[src/rtl/mem_arbiter.sv]
// Arbitrates instruction fetch and load/store traffic onto one request/grant/response memory bus.
// Optional response watchdog enabled by defining MEM_ARB_TIMEOUT_EN.
module mem_arbiter #(
   parameter int unsigned XLEN           = 32,
   parameter int unsigned TIMEOUT_CYCLES = 255
) (
   input  logic            clk,
   input  logic            reset_n,
   input  logic            if_req_i,
   input  logic [XLEN-1:0] if_adr_i,
   output logic [31:0]     if_rdata_o,
   output logic            if_ack_o,
   input  logic            d_req_i,
   input  logic            d_we_i,
   input  logic [XLEN-1:0] d_adr_i,
   input  logic [XLEN-1:0] d_wdata_i,
   input  logic [2:0]      d_size_i,
   output logic [XLEN-1:0] d_rdata_o,
   output logic            d_ack_o,
   output logic            mem_req_o,
   output logic            mem_we_o,
   output logic [XLEN-1:0] mem_adr_o,
   output logic [XLEN-1:0] mem_wdata_o,
   output logic [2:0]      mem_size_o,
   input  logic            mem_gnt_i,
   input  logic            mem_rvalid_i,
   input  logic [XLEN-1:0] mem_rdata_i,
   output logic            stall_o,
   output logic            err_o
);

   typedef enum logic [1:0] {IDLE, REQ, RESP} state_t;

   state_t state;
   logic   owner_d;
   logic   if_pend_c;
   logic   d_pend_c;

   // A request raised in the same cycle as its own ack is already served.
   assign if_pend_c = if_req_i & ~if_ack_o;
   assign d_pend_c  = d_req_i & ~d_ack_o;
   assign stall_o   = if_pend_c | d_pend_c;

`ifdef MEM_ARB_TIMEOUT_EN
   localparam int unsigned CNT_W = ($clog2(TIMEOUT_CYCLES + 1) > 8) ? $clog2(TIMEOUT_CYCLES + 1) : 8;
   logic [CNT_W-1:0] cnt;
   logic             timeout_c;
   assign timeout_c = (state != IDLE) && (cnt == CNT_W'(TIMEOUT_CYCLES - 1));
`else
   logic unused_cfg;
   assign unused_cfg = ^32'(TIMEOUT_CYCLES);
   assign err_o      = 1'b0;
`endif

   always_ff @(posedge clk or negedge reset_n) begin
      if (!reset_n) begin
         state       <= IDLE;
         owner_d     <= 1'b0;
         if_rdata_o  <= '0;
         if_ack_o    <= 1'b0;
         d_rdata_o   <= '0;
         d_ack_o     <= 1'b0;
         mem_req_o   <= 1'b0;
         mem_we_o    <= 1'b0;
         mem_adr_o   <= '0;
         mem_wdata_o <= '0;
         mem_size_o  <= '0;
`ifdef MEM_ARB_TIMEOUT_EN
         cnt         <= '0;
         err_o       <= 1'b0;
`endif
      end else begin
         if_ack_o <= 1'b0;
         d_ack_o  <= 1'b0;
         case (state)
            IDLE: begin
               // Data wins: exe is the older stage and must drain first.
               if (d_pend_c) begin
                  owner_d     <= 1'b1;
                  mem_req_o   <= 1'b1;
                  mem_we_o    <= d_we_i;
                  mem_adr_o   <= d_adr_i;
                  mem_wdata_o <= d_wdata_i;
                  mem_size_o  <= d_size_i;
                  state       <= REQ;
               end else if (if_pend_c) begin
                  owner_d     <= 1'b0;
                  mem_req_o   <= 1'b1;
                  mem_we_o    <= 1'b0;
                  mem_adr_o   <= if_adr_i;
                  mem_wdata_o <= '0;
                  mem_size_o  <= 3'b010;
                  state       <= REQ;
               end
            end
            REQ: begin
               if (mem_gnt_i) begin
                  mem_req_o <= 1'b0;
                  state     <= RESP;
               end
            end
            RESP: begin
               if (mem_rvalid_i) begin
                  if (owner_d) begin
                     d_rdata_o <= mem_rdata_i;
                     d_ack_o   <= 1'b1;
                  end else begin
                     if_rdata_o <= mem_rdata_i[31:0];
                     if_ack_o   <= 1'b1;
                  end
                  state <= IDLE;
               end
            end
            default: state <= IDLE;
         endcase
`ifdef MEM_ARB_TIMEOUT_EN
         cnt <= (state == IDLE) ? '0 : cnt + CNT_W'(1);
         // Watchdog completes the owner's access with zero data and latches the error.
         if (timeout_c) begin
            if (owner_d) begin
               d_rdata_o <= '0;
               d_ack_o   <= 1'b1;
            end else begin
               if_rdata_o <= '0;
               if_ack_o   <= 1'b1;
            end
            mem_req_o <= 1'b0;
            err_o     <= 1'b1;
            state     <= IDLE;
         end
`endif
      end
   end

endmodule

[config.mk]
export PLATFORM = sky130hd
export DESIGN_NAME = mem_arbiter
export DESIGN_NICKNAME = d
export VERILOG_FILES = /design/src/rtl/mem_arbiter.sv
export SDC_FILE = /design/constraint.sdc
export NUM_CORES = 1
export LEC_CHECK = 0
export CORE_MARGIN = 3
export CORE_UTILIZATION = 42
export CTS_BUF_LIST = sky130_fd_sc_hd__clkbuf_2
export CTS_CLUSTER_DIAMETER = 200
export CTS_CLUSTER_SIZE = 28
export DETAILED_ROUTE_END_ITERATION = 8
export GPL_TIMING_DRIVEN = 0
export MAX_ROUTING_LAYER = met4
export PLACE_DENSITY = 0.91
export SYNTH_ARGS = -nofsm -noshare
export SYNTH_HDL_FRONTEND = slang
export SYNTH_SLANG_ARGS = --single-unit
[constraint.sdc]
create_clock -name clk -period 2.4 [get_ports clk]
set_clock_uncertainty 0.15 [all_clocks]
set_input_delay 0.48 -clock clk [delete_from_list [all_inputs] [get_ports clk]]
set_output_delay 0.48 -clock clk [all_outputs]
set_load 0.01 [all_outputs]
==> key figures, run 1 <==
Status
  • Status: complete, no violations

Setup path
  • Required time of the critical path: 1.77 ns
  • Worst-path cell chain: clkdlybuf4s50_1
  • Buffers plus inverters on the worst setup path: 1
  • Worst path slowest cell: clkdlybuf4s50_1
  • Startpoint types: register
  • Critical Path Sink Type: output port
  • CP top delay family: buffers and inverters
  • Slowest stage delay, CP: 0.58 ns
  • R2R depth: 4
  • WP depth: 1
  • Setup CP Type: register to output port
  • Max FO, Critical Path: 2
  • WP data arrival: 1.68 ns

Synthesis
  • Synth Instances: ~340
  • Number of enable flip-flop cells after synthesis: 0
  • Synthesized area per cell: around 16 µm²
  • Synth warn: 0
  • Yosys reg bits: 138
  • Mapped Nets: around 480
  • Synth Flop Type: dfrtp_1
  • Sequential area share after synthesis: about three fifths
  • Synth unique cells: 21
  • Post-synth ARST share: 100%
  • Synthesized area: roughly 5600 µm²

STA
  • Worst setup margin: 0.0894 ns
  • Final worst path period need: 2.31 ns
  • Period Utilization, post-route: 96.3%
  • Worst-margin pin slew: ~0.68 ns
  • Worst rel slew slack: 54.5%
  • Final setup vio count: 0
  • Max Freq: 433 MHz
  • Final Hold Viols: 0
  • Pins Over Slew Limit: 0

Clocking
  • Worst skew pair latency: 0.71 ns
  • # H-tree levels: 4
  • Clock slew at the register clock pins of the worst setup and hold paths: 0.20 ns
  • Sink Count: 138
  • CTS tree: done
  • CTS root buffer: clkbuf_2
  • CTS buffer count: 17
  • Bufs on Longest Clock Path: 2

Finish
  • Share of cells above drive strength 1: between 20 and 30%
  • FILL cells: 839
  • Net count, final: 791
  • Layout area overhead: 62.3%
  • Multi-input gate area: 1980 µm²
  • Design area: between 9000 and 10,000 µm²
  • N_diodes: 0
  • Most common cell after layout, fill and taps aside: clkdlybuf4s50_1
  • Commonest non-fill, non-tap cells in the layout: clkdlybuf4s50_1 (203), dfrtp_1 (138), mux2_2 (93)
  • FF/Latch Area: 3450 µm²

Global route
  • Pin count of the biggest net entering global routing: 73
  • GR Overflow Total: 0
  • Gr usage total: roughly 22%
  • Vias in the first global route: about 4.5k
  • Antenna violations before repair: 0
  • First-pass GRT wire length: about 24,000 µm

Floorplan
  • Site row count: 41
  • Core Area: 12,800 µm²
  • Die height: 122 µm
  • Die area: ~15,000 µm²
  • IO Count: 275
  • Die Wd: 122 µm
  • Initial core utilization: 43.7%

Detailed routing
  • First-pass iteration count of the detailed router: 4
  • Post-route ant nets: 0
  • Vias: 4,173
  • Final wirelength: 16,400 µm
  • Post-DR vias/cell: 4.98
  • Avg WL per Cell: 19.6 µm
  • Number of DRC markers in iteration 0: 191
  • Drt drc: 0

Pwr
  • Peak VDD IR: 0.670 mV
  • Power Density: around 1200 nW/µm²
  • Pleak: between 0.004 and 0.005 µW

Placement
  • # port buffers: 273
  • Final GP Congestion: around 0.79
  • Dpl cell area: 8580 µm²
  • Dpl hpwl: roughly 12,000 µm
  • Setup WS pre-CTS: -0.281 ns

Worst hold path
  • Hold Path Depth: 3
  • Worst hold path type: input pin to register

Run
  • Max cap viols: 0
==> synthesized netlist by cell type, types with 2 or more instances <==
| cell type | count | share of area [%] |
|---|---|---|
| buf_2 | 12 | 1.1 |
| mux2_2 | 93 | 19 |
| nand2_1 | 3 | 0.20 |
| nand2b_1 | 3 | 0.33 |
| buf_6 | 6 | 1.2 |
| mux2_4 | 31 | 8.3 |
| buf_4 | 4 | 0.54 |
| mux2_1 | 4 | 0.80 |
| inv_1 | 3 | 0.20 |
| a22o_1 | 35 | 5.5 |
| dfrtp_1 | 138 | 62 |
| o21ai_0 | 2 | 0.18 |
==> registers in the layout, indices dropped and copies added (netlist names) <==
| signal | flops |
|---|---|
| mem_req_o | 1 |
| if_ack_o | 1 |
| mem_adr_o | 32 |
| if_rdata_o | 32 |
| d_rdata_o | 32 |
| mem_we_o | 1 |
| state | 2 |
| d_ack_o | 1 |
| owner_d | 1 |
| mem_wdata_o | 32 |
| mem_size_o | 3 |
==> worst paths after layout <==
check                                        endpoint                 startpoint  slack (ns)
setup / recovery                         mem_adr_o[8]   mem_adr_o[8]$_DFFE_PN0P_        0.09
hold / removal              mem_size_o[1]$_DFFE_PN0P_                d_size_i[1]        0.14
setup reg to reg           if_rdata_o[12]$_DFFE_PN0P_       state[0]$_DFFE_PN0P_        0.43
hold reg to reg             if_rdata_o[5]$_DFFE_PN0P_  if_rdata_o[5]$_DFFE_PN0P_        0.36
max in group asynchronous        state[0]$_DFFE_PN0P_                    reset_n        1.16
min in group asynchronous    d_rdata_o[8]$_DFFE_PN0P_                    reset_n        0.18
==> metal layers <==
layer	wire (µm)	track usage, %
met1	5890	23.2
met3	1570	8.73
met5	0	-
met4	299	7.07
met2	8670	37.2
==> per-stage QoR <==
| step | total power, µW | hold slack [ns] | std cells | util, % | TNS (ns) |
|---|---|---|---|---|---|
| after floorplan | 6450 | 0.0344 | 343 | - | 0 |
| after global placement | 9220 | 0.317 | 788 | 66.7 | -595.69 |
| after detailed placement | 9430 | 0.326 | 789 | 66.9 | -0.294 |
| after CTS | 10900 | 0.0464 | 823 | 69.0 | 0 |
| after global routing | 11400 | 0.0709 | 838 | 71.0 | -0.0700 |
| final | 10800 | 0.140 | 838 | 71.0 | 0 |
==> worst register-to-register path: stages (launching register included) <==
cell      delay [ns]
dfrtp_1         0.47
nand2b_1        0.19
nor3b_2         0.42
buf_4           0.29
mux2_2          0.36
==> logic make-up after synthesis <==
kind of cell	share of synthesized area, %
flops	61.6
buf+inv	3.01
mux	27.8
simple gates	1.47
other cells	0.0669
compound gates	6.07
==> where the power goes <==
| part | switching (µW) | leakage [µW] | internal, µW |
|---|---|---|---|
| sequential | 609 | 0.00169 | 3400 |
| combinational | 2030 | 0.00281 | 3340 |
| clock | 886 | 0.000138 | 579 |
==> cell type report <==
type / count / area share, %
Buffer: 21 / 1.72
Clock buffer: 17 / 0.935
Clock inverter: 15 / 1.92
Inverter: 3 / 0.124
Multi-Input combinational cell: 180 / 21.8
Sequential cell: 138 / 37.9
Tap cell: 172 / 2.36
Timing Repair Buffer: 292 / 33.2
==> what timing repair did <==
action                     in CTS  in global routing
setup endpoints to repair      14                 66
hold buffers                    1                  0
hold endpoints to repair       71                  0
buffers inserted                2                 15
resized for setup              17                 56
Note: power is estimated with default switching activity, not from simulation.
==> run 2, diff against run 1 <==
- GPL_TIMING_DRIVEN: 0 -> default
==> run 2 against run 1 <==
Against the previous run:
- sequential power hardly changed
- register-to-register slack improved by 0.14 ns
- largest cell class unchanged
- utilization hardly changed
- cell area about the same
- highest routed layer unchanged
- global-route usage shrank 1.0 points
==> key figures, run 2 (synthesis results as in run 1) <==
Status
  • Status: complete, no violations

Detailed routing
  • First-pass iteration count of the detailed router: 4
  • Avg WL per Cell: 18.8 µm
  • Number of DRC markers in iteration 0: 284
  • Vias: between 4k and 5k
  • Post-route ant nets: 0
  • Final wirelength: 15,600 µm
  • Post-DR vias/cell: 4.90
  • Drt drc: 0

Run
  • Max cap viols: 0

Floorplan
  • Initial core utilization: 43.7%
  • Die area: 14,800 µm²
  • IO Count: 275
  • Core Area: 12,800 µm²
  • Site row count: 41
  • Die height: between 100 and 150 µm
  • Die Wd: 122 µm

Clocking
  • CTS buffer count: 17
  • CTS root buffer: clkbuf_2
  • # H-tree levels: 4
  • Bufs on Longest Clock Path: 2
  • Clock slew at the register clock pins of the worst setup and hold paths: 0.22 ns
  • CTS tree: done
  • Sink Count: 138
  • Worst skew pair latency: 0.63 ns

Setup path
  • CP top delay family: buffers and inverters
  • Required time of the critical path: 1.77 ns
  • Buffers plus inverters on the worst setup path: 1
  • Worst-path cell chain: clkdlybuf4s50_1
  • Worst path slowest cell: clkdlybuf4s50_1
  • Startpoint types: register
  • Slowest stage delay, CP: 0.55 ns
  • Setup CP Type: register to output port
  • Max FO, Critical Path: 2
  • Critical Path Sink Type: output port
  • WP data arrival: 1.63 ns

STA
  • Period Utilization, post-route: 94.1%
  • Worst setup margin: 0.141 ns
  • Final setup vio count: 0
  • Final Hold Viols: 0
  • Final worst path period need: 2.26 ns
  • Pins Over Slew Limit: 0
  • Max Freq: 443 MHz

Finish
  • Most common cell after layout, fill and taps aside: clkdlybuf4s50_1
  • Commonest non-fill, non-tap cells in the layout: clkdlybuf4s50_1 (235), dfrtp_1 (138), mux2_2 (93)
  • FF/Latch Area: 3450 µm²
  • Layout area overhead: 62.2%
  • Multi-input gate area: 2000 µm²
  • Final Util: between 70% and 80%
  • N_diodes: 0
  • Final cell count without fillers: 828
  • FILL cells: 807
  • Share of cells above drive strength 1: 28.8%
  • Net count, final: 781

Pwr
  • Peak VDD IR: roughly 0.7 mV
  • Power Density: roughly 1200 nW/µm²
  • Pleak: ~0.0044 µW

Placement
  • Setup WS pre-CTS: 0.0775 ns
  • Placed insts: 774
  • Dpl hpwl: approximately 11,000 µm
  • Final GP Congestion: approximately 0.80
  • # port buffers: 273

Global route
  • First-pass GRT wire length: 22,700 µm
  • Pin count of the biggest net entering global routing: 50
  • GR Util met3: under 10%
  • Gr usage total: 20.7%
  • GRT met1 Usage: 23.2%
  • Antenna violations before repair: 0
  • Vias in the first global route: 4,308
  • Met2 usage: 33.6%
  • GR Overflow Total: 0
  • Most used routing layer: met2

Worst hold path
  • Worst hold path type: input pin to asynchronous set/reset pin
## run 2: report_power, final
group	internal, µW	switching (µW)	leakage (µW)	total [µW]
Sequential	3400	620	0.00169	4020
Clock	697	857	0.000167	1550
Combinational	3440	2000	0.00253	5440
Total	7540	3480	0.00439	11000
## run 2: worst register-to-register path: cells and delay by family, from the launching register on
family        cells  cell delay, ns
simple gates      2            0.46
buf+inv           1            0.25
flops             1            0.50
mux               1            0.38
## run 2: through the flow
step	setup TNS [ns]	hold slack (ns)	power (µW)	instance area [µm²]
after detailed placement	0	0.294	9380	8560
after floorplan	0	0.0344	6450	5610
final	0	0.146	11000	9100
after global placement	0	0.283	9170	8560
after global routing	-0.00762	0.0489	11600	9100
after CTS	0	0.0247	11000	8850
## run 2: what timing repair did
| item | CTS | global route |
|---|---|---|
| endpoints found under the setup margin | 2 | 50 |
| pin swaps | 0 | 0 |
| hold buffers | 1 | 0 |
| gates resized for setup | 2 | 35 |
| hold endpoints to repair | 138 | 0 |
| setup buffers | 0 | 21 |
## run 2: final timing paths
kind | startpoint | to | slack, ns | depth (start not counted)
max in group asynchronous | reset_n | mem_wdata_o[2]$_DFFE_PN0P_ | 1.30 | 3
min in group clk | d_size_i[1] | mem_size_o[1]$_DFFE_PN0P_ | 0.22 | 3
setup reg to reg | state[0]$_DFFE_PN0P_ | if_rdata_o[1]$_DFFE_PN0P_ | 0.57 | 4
hold reg to reg | if_rdata_o[5]$_DFFE_PN0P_ | if_rdata_o[5]$_DFFE_PN0P_ | 0.36 | 1
hold / removal | reset_n | if_rdata_o[8]$_DFFE_PN0P_ | 0.15 | 2
setup / recovery | mem_wdata_o[11]$_DFFE_PN0P_ | mem_wdata_o[11] | 0.14 | 1
## run 2: metal layers
layer  up-vias  share of wire (%)
li1       1855                  -
met1      1998                 38
met2       186                 51
met3        16                9.4
met4         0                1.6
met5         -                  0
## run 2: layout make-up
cell class	instances	area share (%)
clock inverter	14	2.13
sequential	138	38.0
timing repair buffer	303	34.5
multi-input combinational	180	22.0
inverter	3	0.124
tap	172	2.37
clock buffer	18	0.990
==> run 3, diff against run 2 <==
- ABC_AREA: default -> 1
- PLACE_DENSITY: 0.91 -> 0.9
==> run 3 against run 2 <==
Against the previous run:
- final cell count up 40%
- non-clock buffer count up 21
- fmax down 1.1%
- die area up 3.7%
- register-to-register slack worse by 0.13 ns
- clock-buffer cell count up 1
- largest power group unchanged
- highest routed layer unchanged
==> key figures, run 3 <==
Status
  • Status: complete, no violations

Finish
  • Layout area overhead: 61.7%
  • FILL cells: about 970
  • Commonest non-fill, non-tap cells in the layout: nand2_1 (269), clkdlybuf4s50_1 (178), dfrtp_1 (137)
  • Final cell count without fillers: 1,159
  • Most common cell after layout, fill and taps aside: nand2_1
  • Net count, final: 1,107
  • Share of cells above drive strength 1: about a tenth

Setup path
  • WP depth: 1
  • Max FO, Critical Path: 2
  • Critical Path Sink Type: output port
  • WP data arrival: approximately 1.7 ns
  • Startpoint types: register
  • Buffers plus inverters on the worst setup path: 1
  • Slowest stage delay, CP: 0.58 ns
  • Setup CP Type: register to output port
  • Reg2reg end: mem_adr_o[28]$_DFFE_PN0P_
  • Worst reg2reg path startpoint: d_ack_o$_DFF_PN0_
  • CP top delay family: buffers and inverters
  • Worst path slowest cell: clkdlybuf4s50_1
  • Worst setup path end: mem_wdata_o[10]
  • Worst-path cell chain: clkdlybuf4s50_1
  • Reg2Reg Setup Slack: 0.44 ns
  • Worst Setup SP: mem_wdata_o[10]$_DFFE_PN0P_
  • R2R depth: 9
  • Required time of the critical path: ~1.8 ns

Synthesis
  • Post-synth top area share: 59.3%
  • Mapped Nets: just over 800
  • Synth unique cells: 18
  • Sequential area share after synthesis: 59.3%
  • Synthesized area per cell: 8.68 µm²
  • Top cells by count, synth: nand2_1 (270), dfrtp_1 (138), nand3_1 (99)
  • Xor and xnor area share after synthesis: 0%
  • Synth Flop Type: dfrtp_1
  • Number of enable flip-flop cells after synthesis: 0
  • Adder-cell area share of the yosys netlist: 0%
  • Synthesized area: 5830 µm²
  • Most common cell in the netlist: nand2_1
  • Yosys reg bits: 138
  • Post-synthesis compound-gate area fraction: 5.84%
  • Largest family of logic cells by synthesized area: simple AND/OR/NAND/NOR gates
  • Post-Synth Simple-Gate Area: 27.4%
  • Cell accounting for the most synthesized area: dfrtp_1
  • Post-synth ARST share: between 90% and 100%
  • Ranking of synthesized cells by area: dfrtp_1 (59%), nand2_1 (17%), nand3_1 (8.5%)
  • Synth Instances: 671
  • Post-synthesis mux area share: 0%
  • Synth warn: 0

Clocking
  • CTS tree: done
  • Clock slew at the register clock pins of the worst setup and hold paths: around 0.2 ns
  • # H-tree levels: 4
  • CTS root buffer: clkbuf_2
  • Worst skew pair latency: just under 0.7 ns
  • CTS buffer count: 17
  • Sink Count: 138
  • Bufs on Longest Clock Path: 2

Pwr
  • Logic pwr share: 50.7%
  • Peak VDD IR: ~0.77 mV
  • Int Power: 6600 µW
  • Switching part of the total power: 37.9%
  • Net switching power figure: 4030 µW
  • Clock Power Share: 11.8%
  • Pleak: 0.00576 µW
  • Sequential share of power: ~38%
  • Power Density: 1130 nW/µm²
  • Final Power: 10,600 µW

STA
  • Worst rel slew slack: between 50% and 60%
  • Final worst path period need: 2.28 ns
  • Max Freq: 438 MHz
  • Final setup vio count: 0
  • Final Hold Viols: 0
  • Worst hold slack: 0.109 ns
  • Period Utilization, post-route: 95.1%
  • Worst-margin pin slew: around 0.65 ns
  • Pins Over Slew Limit: 0

Detailed routing
  • Final wirelength: 18,200 µm
  • Drt drc: 0
  • Avg WL per Cell: 15.7 µm
  • First-pass iteration count of the detailed router: 5
  • Vias: about 5.7k
  • Number of DRC markers in iteration 0: 394
  • Post-DR vias/cell: 4.94
  • Post-route ant nets: 0

Worst hold path
  • Worst hold path type: input pin to asynchronous set/reset pin

Placement
  • # port buffers: approximately 270
  • Placed insts: 1,090
  • Final GP Congestion: approximately 0.80
  • Dpl hpwl: roughly 13,000 µm

Floorplan
  • IO Count: 275
  • Site row count: 42
  • Core Area: 13,400 µm²
  • Initial core utilization: 43.5%
  • Die area: 15,300 µm²
  • Die Wd: 124 µm
  • Die height: 124 µm

Global route
  • Vias in the first global route: 5,265
  • First-pass GRT wire length: 25,500 µm
  • GR Overflow Total: 0
  • Antenna violations before repair: 1
  • Gr usage total: 22.2%
  • Pin count of the biggest net entering global routing: 69

Run
  • Max cap viols: 0
run 3: worst min-delay path by stage:
| stage | from | to | cells past startpoint | slack, ns |
|---|---|---|---|---|
| floorplan | reset_n | d_ack_o$_DFF_PN0_ | 0 | 0.03 |
| global placement | reset_n | if_rdata_o[8]$_DFFE_PN0P_ | 1 | 0.30 |
| detailed placement | reset_n | if_rdata_o[8]$_DFFE_PN0P_ | 1 | 0.31 |
| CTS | reset_n | if_rdata_o[19]$_DFFE_PN0P_ | 2 | 0.04 |
| global route | reset_n | if_rdata_o[8]$_DFFE_PN0P_ | 2 | -0.02 |
| finish | reset_n | if_rdata_o[8]$_DFFE_PN0P_ | 2 | 0.11 |
run 3: worst register-to-register path, cell delays in order (launching register included):
cell	delay, ns
dfrtp_2	0.45
buf_4	0.14
inv_2	0.07
nand2_4	0.05
nand2_4	0.07
buf_4	0.34
nand2_4	0.23
buf_12	0.23
nand2_1	0.07
nand2_1	0.06
run 3: logic make-up (layout without fill, tap and decap cells):
group	Yosys count	after routing
AO/OA/AOI/OAI	68	68
buffers and inverters	86	397
flip-flops	138	138
other	1	2
AND/OR/NAND/NOR	378	378
run 3: per-layer routing:
metal	vias up	GRT usage, %	share of wire (%)
met5	-	-	0
met4	0	10.2	2.7
met3	35	6.31	8.5
met2	237	36.8	52
met1	2730	25.0	37
li1	2726	-	-
run 3: timing repair:
| action | 4_1_cts | 5_1_grt |
|---|---|---|
| hold endpoints to repair | 138 | 0 |
| setup buffers | 2 | 33 |
| hold buffers | 1 | 0 |
| gates resized for setup | 6 | 92 |
| cloned | 0 | 0 |
| endpoints found under the setup margin | 2 | 102 |
run 3: cell type report:
type	instances	area (µm²)	area share, %
Sequential cell	138	3450	36.7
Timing Repair Buffer	324	3430	36.4
Clock inverter	13	123	1.30
Tap cell	176	220	2.34
Multi-Input combinational cell	447	1940	20.6
Inverter	41	154	1.63
Clock buffer	19	95.1	1.01
Antenna cell	1	2.50	0.0266
run 3: power groups by stage:
stage                     Clock, µW  Combinational (µW)  Sequential, µW
after detailed placement          0                5200            4040
after global placement            0                5080            3990
after CTS                      1300                5210            4010
after floorplan                   0                1720            4500
final                          1260                5380            3990
after global routing           1430                5830            4090
run 3: through the flow:
step	cell area (µm²)	worst slack, ns	setup TNS [ns]	utilization (%)
finish	9420	0.117	0	70.3
global route	9420	-0.0441	-0.485	70.3
CTS	8940	0.00283	0	66.7
detailed placement	8700	-0.00686	-0.0249	64.9
global placement	8700	0.0222	0	64.9
floorplan	5830	0.763	0	-
